===== src/rtl/fsqrt_iter.sv =====
// FloPoCo-format square root: restoring recurrence producing one root bit per clock, then round-to-nearest.
// Latency WF+4 cycles for normal operands and 1 cycle for specials. One operation at a time; the result is held until out_ready.
module fsqrt_iter #(
    parameter int WE = 6,
    parameter int WF = 6,
    localparam int W = WE + WF + 3
) (
    input  logic         clk,
    input  logic         rst,
    input  logic         in_valid,
    output logic         in_ready,
    input  logic [W-1:0] x,
    output logic         out_valid,
    input  logic         out_ready,
    output logic [W-1:0] r,
    output logic         flag_invalid,
    output logic         flag_inexact,
    output logic         busy
);
    localparam int QW = WF + 2;
    localparam int MW = WF + 4;
    localparam int RW = 2 * WF + 4;
    localparam int CW = $clog2(WF + 2);
    localparam logic [CW-1:0] CNT_LAST = CW'(WF + 1);
    localparam logic [WE:0]   BIAS     = {2'b00, {(WE-1){1'b1}}};

    typedef enum logic [1:0] {IDLE, CALC, RND, DONE} state_t;

    state_t        r_state;
    state_t        w_next;
    logic [CW-1:0] r_cnt;
    logic [RW-1:0] r_rad;
    logic [MW-1:0] r_rem;
    logic [QW-1:0] r_q;
    logic [WE-1:0] r_exp;

    logic [1:0]    w_exn;
    logic          w_sgn;
    logic [WE-1:0] w_exp;
    logic [WF-1:0] w_frac;
    logic          w_special;
    logic [WE:0]   w_esum;
    logic [RW-1:0] w_rad;
    logic [W-1:0]  w_spec_r;
    logic          w_spec_inv;
    logic [MW-1:0] w_rem_sh;
    logic [MW-1:0] w_sub;
    logic [MW-1:0] w_diff;
    logic          w_ge;
    logic [WF:0]   w_rfrac;
    logic [WE-1:0] w_rexp;

    assign w_exn     = x[W-1:W-2];
    assign w_sgn     = x[W-3];
    assign w_exp     = x[WF+WE-1:WF];
    assign w_frac    = x[WF-1:0];
    assign w_special = (w_exn != 2'b01) || w_sgn;

    // (e + B) / 2 is the biased result exponent; its LSB says whether e - B is odd.
    assign w_esum = {1'b0, w_exp} + BIAS;
    assign w_rad  = w_esum[0] ? {1'b1, w_frac, {(WF+3){1'b0}}}
                              : {2'b01, w_frac, {(WF+2){1'b0}}};

    always_comb begin
        w_spec_r   = '0;
        w_spec_inv = 1'b0;
        if (w_exn == 2'b00) begin
            w_spec_r[W-3] = w_sgn;
        end else if (w_exn == 2'b10 && !w_sgn) begin
            w_spec_r[W-1:W-2] = 2'b10;
        end else begin
            w_spec_r[W-1:W-2] = 2'b11;
            w_spec_inv        = 1'b1;
        end
    end

    // The two dropped remainder bits are zero whenever a shift is still pending.
    assign w_rem_sh = {r_rem[MW-3:0], r_rad[RW-1:RW-2]};
    assign w_sub    = {r_q, 2'b01};
    assign w_ge     = (w_rem_sh >= w_sub);
    assign w_diff   = w_rem_sh - w_sub;

    assign w_rfrac = {1'b0, r_q[WF:1]} + {{WF{1'b0}}, r_q[0]};
    assign w_rexp  = r_exp + {{(WE-1){1'b0}}, w_rfrac[WF]};

    always_ff @(posedge clk) begin
        if (rst) r_state <= IDLE;
        else     r_state <= w_next;
    end

    always_comb begin
        w_next = r_state;
        case (r_state)
            IDLE: if (in_valid) w_next = w_special ? DONE : CALC;
            CALC: if (r_cnt == CNT_LAST) w_next = RND;
            RND:  w_next = DONE;
            DONE: if (out_ready) w_next = IDLE;
            default: w_next = IDLE;
        endcase
    end

    always_ff @(posedge clk) begin
        if (rst) begin
            r            <= '0;
            flag_invalid <= 1'b0;
            flag_inexact <= 1'b0;
            r_cnt        <= '0;
            r_rad        <= '0;
            r_rem        <= '0;
            r_q          <= '0;
            r_exp        <= '0;
        end else begin
            case (r_state)
                IDLE: if (in_valid) begin
                    if (w_special) begin
                        r            <= w_spec_r;
                        flag_invalid <= w_spec_inv;
                        flag_inexact <= 1'b0;
                    end else begin
                        r_rad <= w_rad;
                        r_rem <= '0;
                        r_q   <= '0;
                        r_cnt <= '0;
                        r_exp <= w_esum[WE:1];
                    end
                end
                CALC: begin
                    r_rad <= {r_rad[RW-3:0], 2'b00};
                    r_rem <= w_ge ? w_diff : w_rem_sh;
                    r_q   <= {r_q[QW-2:0], w_ge};
                    r_cnt <= r_cnt + CW'(1);
                end
                RND: begin
                    r            <= {2'b01, 1'b0, w_rexp, w_rfrac[WF-1:0]};
                    flag_invalid <= 1'b0;
                    flag_inexact <= r_q[0] || (r_rem != '0);
                end
                default: ;
            endcase
        end
    end

    assign in_ready  = (r_state == IDLE);
    assign out_valid = (r_state == DONE);
    assign busy      = (r_state != IDLE);
endmodule


===== config.mk =====
export PLATFORM = sky130hd
export DESIGN_NAME = fsqrt_iter
export DESIGN_NICKNAME = d
export VERILOG_FILES = /design/src/rtl/fsqrt_iter.sv
export SDC_FILE = /design/constraint.sdc
export NUM_CORES = 1
export LEC_CHECK = 0
export BUFFER_PORTS_ARGS = -buffer_cell sky130_fd_sc_hd__clkbuf_2
export CAP_MARGIN = 10
export CORE_UTILIZATION = 30
export DETAILED_ROUTE_END_ITERATION = 10
export GPL_TIMING_DRIVEN = 1
export PLACE_DENSITY = 0.52
export SKIP_CTS_REPAIR_TIMING = 1
export SLEW_MARGIN = 20
export SYNTH_ARGS = -nofsm -noshare
export SYNTH_HDL_FRONTEND = slang
export SYNTH_SLANG_ARGS = --single-unit

===== constraint.sdc =====
create_clock -name clk -period 6.4 [get_ports clk]
set_clock_uncertainty 0.15 [all_clocks]
set_input_delay 1.28 -clock clk [delete_from_list [all_inputs] [get_ports clk]]
set_output_delay 1.28 -clock clk [all_outputs]
set_load 0.03 [all_outputs]

==> out/metrics.yaml <==
outcome:
  status: "finished, final reports clean"
placed_design:
  placedCellCount: 527
  io_buffers: 38
  place.gp.congestion: 0.772
  place_hpwl_um: 4960
synthesis:
  syn_inst: 373
  synth-edff-count: 0
  ys_ff_latch: 54
  synth_area_sq_um: 3010
  yosysSeqAreaShare: 0.360
  synthArstFlopShare: 0
  yosysWarningCount: 0
  syn_nets: 413
  synth_ff_type: "dfxtp_1"
  avgSynthCellArea_sq_um: 8.06
  synth_cell_types: 48
route:
  vias: 2591
  drt_iter0_drc: 80
  remaining_drc_errors: 0
  routedWlPerCell_um: 12.3
  viasPerCell: 4.84
  drt_first_pass_iters: 4
  antenna_left: 0
  routed_wl_um: 6610
critical_path:
  crit_path_end_kind: "primary output"
  cp-start-kind: "flop"
  rrSetupSlack_ns: 3.55
  worst_r2r_endpoint: "r_rem[9]$_SDFFE_PP0P_"
  r2r_start: "r_state[1]$_SDFFE_PP0P_"
  ff2ff_path_depth: 7
  critPathKind: "reg2out"
  cp.required_ns: 4.97
  critPathMaxFanout: 9
  crit_arrival_ns: 1.55
global_route:
  grt_pass1_wl_um: 11200
  grt_pass1_vias: 2318
  grt-ovfl-total: 0
  met2_usage: 0.209
  grt_max_degree: 47
  top_usage_layer: "met2"
  met3_usage: 0.0328
  met1_usage: 0.193
  antenna_found_initial: 0
  grt_use_total: 0.136
sta:
  hold_viol: 0
  rsz0062_at_grt: "no"
  finalCritPeriodShare: 0.466
  setup_tns_ns: 0
  max_slew_margin: 0.360
  fin_crit_ns: 2.98
  worst_pin_slew_ns: 0.961
  whs_ns: 0.307
  slew_viol_final: 0
  setup_viol: 0
  fmaxAchievable_mhz: 335
power:
  vdd_ir_drop_max_uv: 285
  power.density_nw_per_um2: 482
  power.leakage_nw: 1.35
finish:
  nNetsFinal: 441
  seq_area_sq_um: 1080
  layout-drive-gt1-share: 0.144
  num_antenna_cells: 0
  nFillCells: 1082
  mostFrequentLayoutCells: "54 x dfxtp_1, 43 x nor2_1, 41 x nand2_1"
  multiInputGateArea_sq_um: 1760
  fin_cells: 535
  syn2layout_area_growth_pct: 12.3
  final_util: 0.347
  final_common_cell: "dfxtp_1"
cts:
  path_clk_slew_ns: 0.09
  cts_tree: "yes"
  clk_latency_ns: 0.31
  htreeDepth: 2
  cts_sinks: 54
  clk_path_buf_depth: 2
  cts_root_buf: "clkbuf_8"
  cts_made_buffers: 5
floorplanning:
  rows: 36
  dieWidth_um: 102
  die_h_um: 102
  die-area_sq_um: 10400
  ios: 39
  start_util: 0.309
  coreArea_sq_um: 9730
run:
  drv_cap: 0
hold_path:
  min_path_type: "reg2reg"
  hold_path.startpoint: "r_rad[13]$_SDFFE_PP0P_"
  min_to: "r_rad[13]$_SDFFE_PP0P_"
  min_path_cells: 2
==> state kept, by name, indices dropped and copies added, names as in the netlist <==
name,count
flag_inexact,1
flag_invalid,1
r,15
r_cnt,3
r_exp,6
r_q,8
r_rad,8
r_rem,10
r_state,2
==> per-layer routing <==
metal  part of all wire  vias to the layer above
li1                   -                     1368
met1               0.52                     1187
met2               0.44                       33
met3              0.033                        3
met4             0.0045                        0
met5                  0                        -
==> worst max-delay path by stage <==
stage | from | end | cells after the start
global route | r_state[1]$_SDFFE_PP0P_ | r_rem[9]$_SDFFE_PP0P_ | 7
global placement | x[12] | r_rem[9]$_SDFFE_PP0P_ | 7
floorplan | r_state[0]$_SDFFE_PP0P_ | busy | 4
CTS | r_state[0]$_SDFFE_PP0P_ | busy | 4
detailed placement | x[12] | r_rem[9]$_SDFFE_PP0P_ | 7
finish | r_state[0]$_SDFFE_PP0P_ | busy | 4
==> synthesized netlist by cell type, types with 11 or more instances <==
cell	number	area, sq um
xnor2_1	13	114
ha_1	21	263
nor2_1	43	161
dfxtp_1	54	1080
nor3_1	14	70.1
a21oi_1	34	170
a22oi_1	12	90.1
clkbuf_1	11	41.3
nand2_1	41	154
inv_1	20	75.1
nand3_1	20	100
mux2i_1	14	140
==> per-stage QoR <==
stage	power [mW]	setup WS, ns	area [sq um]
final	1.63	3.42	3380
after detailed placement	1.45	3.23	3280
after floorplan	1.31	3.77	3010
after global routing	1.78	3.29	3380
after global placement	1.44	3.28	3280
after CTS	1.65	3.41	3380
==> report_power, final <==
| part | internal, mW | total [mW] | switching (mW) |
|---|---|---|---|
| Clock | 0.0875 | 0.195 | 0.108 |
| Sequential | 0.389 | 0.435 | 0.0464 |
| Combinational | 0.421 | 0.996 | 0.575 |
| Total | 0.897 | 1.63 | 0.730 |
==> critical path: stages, from the launching register on <==
cell	delay, ns
dfxtp_1	0.39
inv_1	0.08
ha_1	0.32
inv_1	0.21
clkbuf_2	0.24
==> logic make-up (layout without fill, tap and decap cells) <==
group                    Yosys count  count (layout)  share of synthesized area
buffers and inverters             39              68                     0.0558
XOR/XNOR                          16              16                     0.0466
adder cells (fa/ha/maj)           21              21                     0.0874
AO/OA/AOI/OAI                     90              90                      0.190
multiplexers                      15              15                     0.0504
flip-flops                        54              54                      0.360
AND/OR/NAND/NOR                  138             138                      0.210
==> final cells by class <==
class | instances | share of cell area
Inverter | 20 | 0.0222
Timing Repair Buffer | 40 | 0.0608
Multi-Input combinational cell | 280 | 0.520
Clock buffer | 7 | 0.0256
Clock inverter | 1 | 0.00148
Sequential cell | 54 | 0.320
Tap cell | 133 | 0.0493
(Power assumes the default switching activity.)
